## src/rtl/psum_wb_sched.sv

```systemverilog
// PSUM writeback scheduler: tracks MAC contributions per bank, locks complete
// banks, and drains them round-robin as fixed-length bursts to the output buffer.
module psum_wb_sched #(
    parameter int PSUM_NUM     = 9,
    parameter int MAC_PER_PSUM = 9,
    parameter int CNT_WIDTH    = 4,
    parameter int LEN_WB       = 16,
    parameter int BEAT_WIDTH   = 4
) (
    input  logic                clk,
    input  logic                rst_n,
    input  logic                PEBSCH_Sta,
    input  logic                PEBSCH_BlkEnd,
    input  logic [PSUM_NUM-1:0] MACSCH_Done,
    input  logic [PSUM_NUM-1:0] PSUMSCH_Idle,
    input  logic                BUFSCH_Rdy,
    output logic                SCHBUF_Val,
    output logic [3:0]          SCHBUF_ID,
    output logic                SCHBUF_Last,
    output logic [PSUM_NUM-1:0] SCHPSUM_Rd,
    output logic [PSUM_NUM-1:0] SCHARB_Busy,
    output logic                SCHPEB_Fnh,
    output logic                SCHPEB_Err
);

    localparam logic [CNT_WIDTH-1:0]  CNT_FULL  = CNT_WIDTH'(MAC_PER_PSUM);
    localparam logic [BEAT_WIDTH-1:0] LAST_BEAT = BEAT_WIDTH'(LEN_WB - 1);
    localparam logic [3:0]            LAST_BANK = 4'(PSUM_NUM - 1);

    typedef enum logic [0:0] {IDLE, XFER} state_t;

    state_t                state, state_nxt;
    logic [CNT_WIDTH-1:0]  cnt [PSUM_NUM];
    logic [CNT_WIDTH-1:0]  cnt_nxt [PSUM_NUM];
    logic [PSUM_NUM-1:0]   busy, busy_nxt;
    logic [PSUM_NUM-1:0]   elig;
    logic [3:0]            ptr, ptr_nxt, grant, grant_nxt, pick;
    logic [4:0]            idx;
    logic [BEAT_WIDTH-1:0] beat, beat_nxt;
    logic                  err, err_nxt, eob, eob_nxt, fnh, fnh_nxt;
    logic                  found, all_zero;

    assign elig = busy & PSUMSCH_Idle;

    // First eligible bank at or after the round-robin pointer, wrapping.
    always_comb begin
        found = 1'b0;
        pick  = ptr;
        idx   = '0;
        for (int i = 0; i < PSUM_NUM; i++) begin
            idx = {1'b0, ptr} + 5'(i);
            if (idx >= 5'(PSUM_NUM)) idx = idx - 5'(PSUM_NUM);
            if (!found && elig[idx[3:0]]) begin
                found = 1'b1;
                pick  = idx[3:0];
            end
        end
    end

    always_comb begin
        state_nxt = state;
        grant_nxt = grant;
        beat_nxt  = beat;
        ptr_nxt   = ptr;
        cnt_nxt   = cnt;
        busy_nxt  = busy;
        err_nxt   = err;
        eob_nxt   = eob;
        fnh_nxt   = fnh;
        all_zero  = 1'b1;

        for (int b = 0; b < PSUM_NUM; b++) begin
            if (MACSCH_Done[b]) begin
                if (busy[b]) begin
                    err_nxt = 1'b1;
                end else if (cnt[b] != CNT_FULL) begin
                    cnt_nxt[b] = cnt[b] + 1'b1;
                    if (cnt_nxt[b] == CNT_FULL) busy_nxt[b] = 1'b1;
                end
            end
        end

        // Block end locks partially filled banks so they flush too.
        if (PEBSCH_BlkEnd) begin
            eob_nxt = 1'b1;
            for (int b = 0; b < PSUM_NUM; b++) begin
                if (cnt_nxt[b] != '0 && cnt_nxt[b] < CNT_FULL) busy_nxt[b] = 1'b1;
            end
        end

        // Handshake: a beat transfers on a cycle where Val and Rdy are both
        // high; Val, ID and Last hold steady while Rdy is low.
        case (state)
            IDLE: begin
                if (found) begin
                    grant_nxt = pick;
                    beat_nxt  = '0;
                    state_nxt = XFER;
                end
            end
            XFER: begin
                if (BUFSCH_Rdy) begin
                    beat_nxt = beat + 1'b1;
                    if (beat == LAST_BEAT) begin
                        cnt_nxt[grant]  = '0;
                        busy_nxt[grant] = 1'b0;
                        ptr_nxt         = (grant == LAST_BANK) ? 4'd0 : grant + 4'd1;
                        state_nxt       = IDLE;
                    end
                end
            end
            default: state_nxt = IDLE;
        endcase

        if (PEBSCH_Sta) begin
            for (int b = 0; b < PSUM_NUM; b++) cnt_nxt[b] = '0;
            busy_nxt  = '0;
            err_nxt   = 1'b0;
            eob_nxt   = 1'b0;
            ptr_nxt   = ptr;
            state_nxt = IDLE;
        end

        for (int b = 0; b < PSUM_NUM; b++) begin
            if (cnt_nxt[b] != '0) all_zero = 1'b0;
        end

        // Finish holds its post-reset value until a block starts.
        if (PEBSCH_Sta)   fnh_nxt = 1'b0;
        else if (eob_nxt) fnh_nxt = all_zero && (state_nxt == IDLE);
    end

    always_ff @(posedge clk or negedge rst_n) begin
        if (!rst_n) begin
            state <= IDLE;
            grant <= '0;
            beat  <= '0;
            ptr   <= '0;
            busy  <= '0;
            err   <= 1'b0;
            eob   <= 1'b0;
            fnh   <= 1'b1;
            for (int b = 0; b < PSUM_NUM; b++) cnt[b] <= '0;
        end else begin
            state <= state_nxt;
            grant <= grant_nxt;
            beat  <= beat_nxt;
            ptr   <= ptr_nxt;
            busy  <= busy_nxt;
            err   <= err_nxt;
            eob   <= eob_nxt;
            fnh   <= fnh_nxt;
            for (int b = 0; b < PSUM_NUM; b++) cnt[b] <= cnt_nxt[b];
        end
    end

    assign SCHBUF_Val  = (state == XFER);
    assign SCHBUF_ID   = grant;
    assign SCHBUF_Last = SCHBUF_Val && (beat == LAST_BEAT);
    assign SCHPSUM_Rd  = (SCHBUF_Val && BUFSCH_Rdy) ? ({{(PSUM_NUM-1){1'b0}}, 1'b1} << grant) : '0;
    assign SCHARB_Busy = busy;
    assign SCHPEB_Fnh  = fnh;
    assign SCHPEB_Err  = err;

endmodule

```

## config.mk

```make
export PLATFORM = sky130hd
export DESIGN_NAME = psum_wb_sched
export DESIGN_NICKNAME = d
export VERILOG_FILES = /design/src/rtl/psum_wb_sched.sv
export SDC_FILE = /design/constraint.sdc
export NUM_CORES = 1
export LEC_CHECK = 0
export BUFFER_PORTS_ARGS = -buffer_cell sky130_fd_sc_hd__buf_2
export CAP_MARGIN = 15
export CORE_UTILIZATION = 45
export CTS_BUF_LIST = sky130_fd_sc_hd__clkbuf_4
export DETAILED_ROUTE_END_ITERATION = 6
export SLEW_MARGIN = 20
export SYNTH_ARGS = -nofsm -noshare
export SYNTH_HDL_FRONTEND = slang
export SYNTH_SLANG_ARGS = --single-unit
export TNS_END_PERCENT = 1
```

## constraint.sdc

```tcl
create_clock -name clk -period 11.91 [get_ports clk]
set_input_delay 1.191 -clock clk [delete_from_list [all_inputs] [get_ports clk]]
set_output_delay 1.191 -clock clk [all_outputs]
set_load 0.02 [all_outputs]
```

# After elaboration in Yosys (flattened, before gate mapping)
# Index checks and enable logic that the tools add are counted.
[totals]
ff_bits = 61
input_bits = 23
out_inout_bits = 26
wordCells = 332
[op_classes]
add_sub_neg = 28
order_cmp = 31
eq_ne = 22
shift = 1
n_mux = 172
bitwise_logic = 9
reduce_logical = 52
[op_table]
columns = ["op", "n"]
rows = [
  ["$mux 4", 49],
  ["$mux 36", 4],
  ["$mux 1", 100],
  ["$reduce_bool 4->1", 18],
  ["$mux 9", 6],
  ["$lt 4x5->1 const B", 10],
  ["$add 4x1->4 const B", 11],
  ["$eq 4x4->1 const B", 11],
  ["$ge 5x4->1 const B", 8],
  ["$and 36x36->36", 1],
  ["$bmux 1 s4", 9],
  ["$lt 4x4->1 const B", 9],
  ["$ne 4x4->1 const B", 9],
  ["$not 36->36", 1],
  ["$sub 4x4->4 const B", 9],
  ["$logic_and 1x1->1", 22],
  ["$add 4x3->5 const B", 4],
  ["$and 9x9->9", 2],
  ["$demux 4 s4", 1],
  ["$add 4x2->5 const B", 2],
  ["$not 9->9", 1],
  ["$shl 1x4->9 const A", 1],
  ["$logic_not 1->1", 8],
  ["$pmux 4 s2", 1],
  ["other kinds (14)", 18],
]

# Logic depth before layout (Yosys ltp)
[depth]
depth_word = 36
depth_mapped = 19
ltp_nobuf = 14

# Least setup slack after synthesis
# No wires, ideal clock.
[synth_timing]
path_type = "reg-to-reg"
from = "register ptr[2]"
to = "register grant[3] (netlist: SCHBUF_ID[3])"
setup_ns = 0.125
arrival_ns = 3.801
t_required_ns = 11.785
setup_slack_ns = 7.983
stages_incl_launch_ff = 17
n_path_buf = 3
period_less_slack_ns = 3.927
path_cell_list = "dfrtp_1 > buf_2 > buf_2 > inv_1 > ha_1 > ha_1 > and4b_1 > a21oi_2 > xnor2_2 > mux2i_1 > a22o_1 > o22a_1 > nor3_1 > a41o_1 > buf_6 > nor2b_1 > o22ai_2"
[synth_between]
elab_chain_cells = 30
elab_cells_between_ends = 88
classes_between = "add/sub: 17; order compare: 9; mux: 45; reduce/logical: 17"
[synth_rtl]
columns = ["item", "line", "source"]
rows = [
  ["start, declared", "37", "logic [3:0] ptr, ptr_nxt, grant, grant_nxt, pick;"],
  ["start signal, assigned", "148", "ptr <= ptr_nxt;"],
  ["parallel branches: the longest is 30 deep, another holds $add 4x1->5", "--", ""],
  ["end signal, assigned", "146", "grant <= grant_nxt;"],
  ["end, declared", "37", ""],
]
# Parallel ways; which one is timed is not known. The select of a mux whose other input is x is not followed.
# A chain may end at the register's enable or synchronous reset.

# Final worst setup path
[layout_timing]
from = "register ptr[0]"
to = "register beat[3]"
[layout_between]
elab_chain_cells = 31
elab_cells_between_ends = 80
classes_between = "add/sub: 17; order compare: 9; eq/ne: 1; mux: 36; reduce/logical: 17"
[layout_rtl]
columns = ["item", "line", "source"]
rows = [
  ["parallel branches: the longest is 28 deep, another holds $add 4x1->5", "--", ""],
  ["$mux 1 (*)", "53", "if (!found && elig[idx[3:0]]) begin"],
  ["$ne 2x2->1 (no line) (*)", "--", ""],
  ["$reduce_and 2->1 (no line) (*)", "--", ""],
  ["end signal, assigned", "147", "beat <= beat_nxt;"],
  ["end, declared", "39", "logic [BEAT_WIDTH-1:0] beat, beat_nxt;"],
]
# Mark *: on every way between the ends. The select of a mux whose other input is x is not followed.

==> impl_metrics.ini <==
[placement]
place_ws_ps = 7150
place.gp.congestion = 1.02
portBuffers = 48
place_hpwl_um = 18500

[critical_path]
critPathKind = reg -> reg
r2r_start = ptr[0]
endpoint_kind = flop
cp-start-kind = flop
cp.required_ps = 12260
worstPathCellList = inv_1, ha_1, nand2b_1, a21o_1, mux4_2, nand4_1, o41ai_2, nor2_1, and4_4, a41o_1, and2_1, o21ai_1, o31ai_1
cp.arrival_ps = 5280
reg2reg_slack_ps = 6980
cp_max_fo = 25
cpPeakStageDelay_ps = 740
rr_endpoint = beat[3]
slowest_stage = inv_1
r2r_cells = 13

[global_routing]
track_usage_pct = 29.3
grt_max_degree = 80
grt_pass1_vias = 7402
grt-ovfl-total = 0
antenna_found_initial = 1
grt_first_pass_wirelength_um = 40200

[worst_hold_path]
hp-class = reg -> reg
min_to = SCHPEB_Fnh
hold_start = SCHPEB_Fnh
hold_depth = 2

[drt]
ant_nets = 0
routed_wl_um = 25300
vias_per_cell = 6.42
via_count = 7904
post_drt_wl_per_cell_um = 20.5
drtIter0Drc = 819
drc = 0
dr.pass1.iters = 6

[synth]
syn_inst = 982
synth-async-reset-ratio_pct = 100
ys.flop_type = dfrtp_1
ys_seq_area_share_pct = 19.9
netlist_area_um2 = 7670
synth-edff-count = 0
synth_cell_types = 97
synth_nets = 1060
ys_ff_latch = 61
yosys_warnings = 0
syn_avg_cell_area_um2 = 7.82

[pwr]
p_leak_nw = 3.40
ir_drop_uv = 74.4
p_per_area_nw_per_um2 = 84.2

[cts]
max-clock-path-buffers = 2
cts_buffers = 9
h-tree-depth = 3
cts_sinks = 61
cts_setup_buffers = 0
ctsResizeCount = 0
postCtsHoldBufs = 0
root_buffer = clkbuf_4
cts_tree = built
clk_latency_ps = 450
clkTransAtPathRegs_ps = 110

[flow_run]
drv_cap = 0

[timing]
finalSetupTns_ps = 0
slew_violations = 0
setup_viol = 0
period_needed_ps = 4930
period_share_pct = 41.4
timing.fmax_mhz = 203
hold_viol_final = 0
worst_slew_pin_slew_ps = 1000
clock_skew_ps = 15.3
slew_headroom_pct = 32.8
setup_slack_ps = 6980
rsz0062_at_grt = no

[run_status]
status = finished clean

[finish]
area_growth_pct = 6.39
fin_nets = 1084
layout-drive-gt1-share_pct = 11.5

[die]
core_um2 = 16600
die_x_um = 133
die_y_um = 133
design.die.area_um2 = 17600
io_pins = 49
rows = 47
start_util_pct = 46.1
flip-flops by register name, indices dropped and copies added, names as in the netlist:
signal,count
SCHARB_Busy,9
SCHBUF_ID,4
SCHBUF_Val,1
SCHPEB_Err,1
SCHPEB_Fnh,1
beat,4
cnt,36
eob,1
ptr,4
placed cells by master, fill, tap and decap left out, types with 12 or more instances in the layout:
cell and count:
nor3_1 27, and2_1 21, a31oi_1 14, dfrtp_1 59, ha_1 55, nor2_1 84, and3_1 16, a21oi_1 67
nand3_1 40, nor2b_1 26, xor2_1 12, mux2i_1 32, nand2_1 95, o21ai_0 55, o211ai_1 13, nand4_1 19
nand2b_1 12, xnor2_1 43, clkbuf_4 12, buf_2 48, a21o_1 15, inv_1 33
metrics by stage:
| stage | area, um^2 | total power, mW | util, % | std cells | hold WS [ps] |
|---|---|---|---|---|---|
| floorplan | 7670 | 0.455 | - | 982 | 458 |
| global placement | 8030 | 0.539 | 48.3 | 1215 | 478 |
| detailed placement | 8030 | 0.538 | 48.3 | 1215 | 487 |
| CTS | 8160 | 0.693 | 49.0 | 1231 | 500 |
| global route | 8170 | 0.738 | 49.1 | 1232 | 532 |
| finish | 8170 | 0.688 | 49.1 | 1232 | 501 |
kinds of logic (layout without fill, tap and decap cells):
family	after synthesis	after routing	synth area share (%)
AOI/OAI and AO/OA	304	304	27.6
xor gates and xnor gates	58	58	6.91
adders and majority gates	55	55	8.97
buffers and inverters	76	105	4.43
DFF	61	61	19.9
muxes	48	48	7.16
other	0	1	0
and+or+nand+nor	380	380	25.0
cells in the mapped netlist (all sizes together), types with 7 or more instances:
cell type	n	area [um^2]
inv	34	128
a21o	15	113
a41oi	10	87.6
nand4	20	131
o31ai	10	80.1
ha	55	688
a21oi	69	353
a221oi	10	87.6
buf	29	164
clkbuf	13	48.8
a211oi	10	80.1
nor2b	26	163
o211ai	13	97.6
and3	17	111
a31oi	14	87.6
nand2	95	357
xnor2	45	409
nor4	12	90.1
and2	23	144
o311ai	7	61.3
mux2	12	139
nor3	28	145
nand2b	12	75.1
mux2i	32	320
xor2	13	121
o21ai	60	304
dfrtp	60	1500
nor2	86	333
nand3	40	200
o221ai	7	61.3
layer usage:
| metal | wire (um) | part of all wire (%) | up-vias | GRT usage, % |
|---|---|---|---|---|
| met3 | 2080 | 8.2 | 75 | 6.36 |
| li1 | - | - | 3727 | - |
| met5 | 0 | 0 | - | 0 |
| met4 | 919 | 3.6 | 0 | 12.3 |
| met1 | 11400 | 45 | 3724 | 40.2 |
| met2 | 10900 | 43 | 378 | 44.1 |
where the power goes:
| group | leakage [nW] | total (mW) | switching (mW) | internal (mW) |
|---|---|---|---|---|
| registers | 0.797 | 0.270 | 0.0410 | 0.229 |
| logic | 2.53 | 0.268 | 0.163 | 0.105 |
| clock network | 0.0741 | 0.150 | 0.0808 | 0.0692 |
| total | 3.40 | 0.688 | 0.285 | 0.403 |
worst max-delay path: cells and delay by family, from the launching register on:
family / cells / cell delay [ps]
DFF: 1 / 470
buffers and inverters: 1 / 740
and+or+nand+nor: 5 / 1490
adders and majority gates: 1 / 630
AOI/OAI and AO/OA: 5 / 990
muxes: 1 / 490
how the worst max path moves through the flow:
stage | start | to | slack [ps] | cells past startpoint
final | ptr[0] | beat[3] | 6980 | 13
after global routing | ptr[0] | beat[3] | 6700 | 13
after CTS | ptr[0] | beat[3] | 7080 | 13
after detailed placement | ptr[0] | beat[3] | 7150 | 13
after global placement | ptr[0] | beat[3] | 7230 | 13
after floorplan | ptr[2] | SCHBUF_ID[3] | 7980 | 16
cell type report:
type,count,area [um^2]
multi-input combinational,845,5810
timing repair buffer,55,293
sequential,61,1530
inverter,34,128
clock buffer,12,90.1
clock inverter,4,41.3
fill,1676,8480
antenna,1,2.50
tap,220,275
No activity file was read; power rests on OpenSTA's default activity.
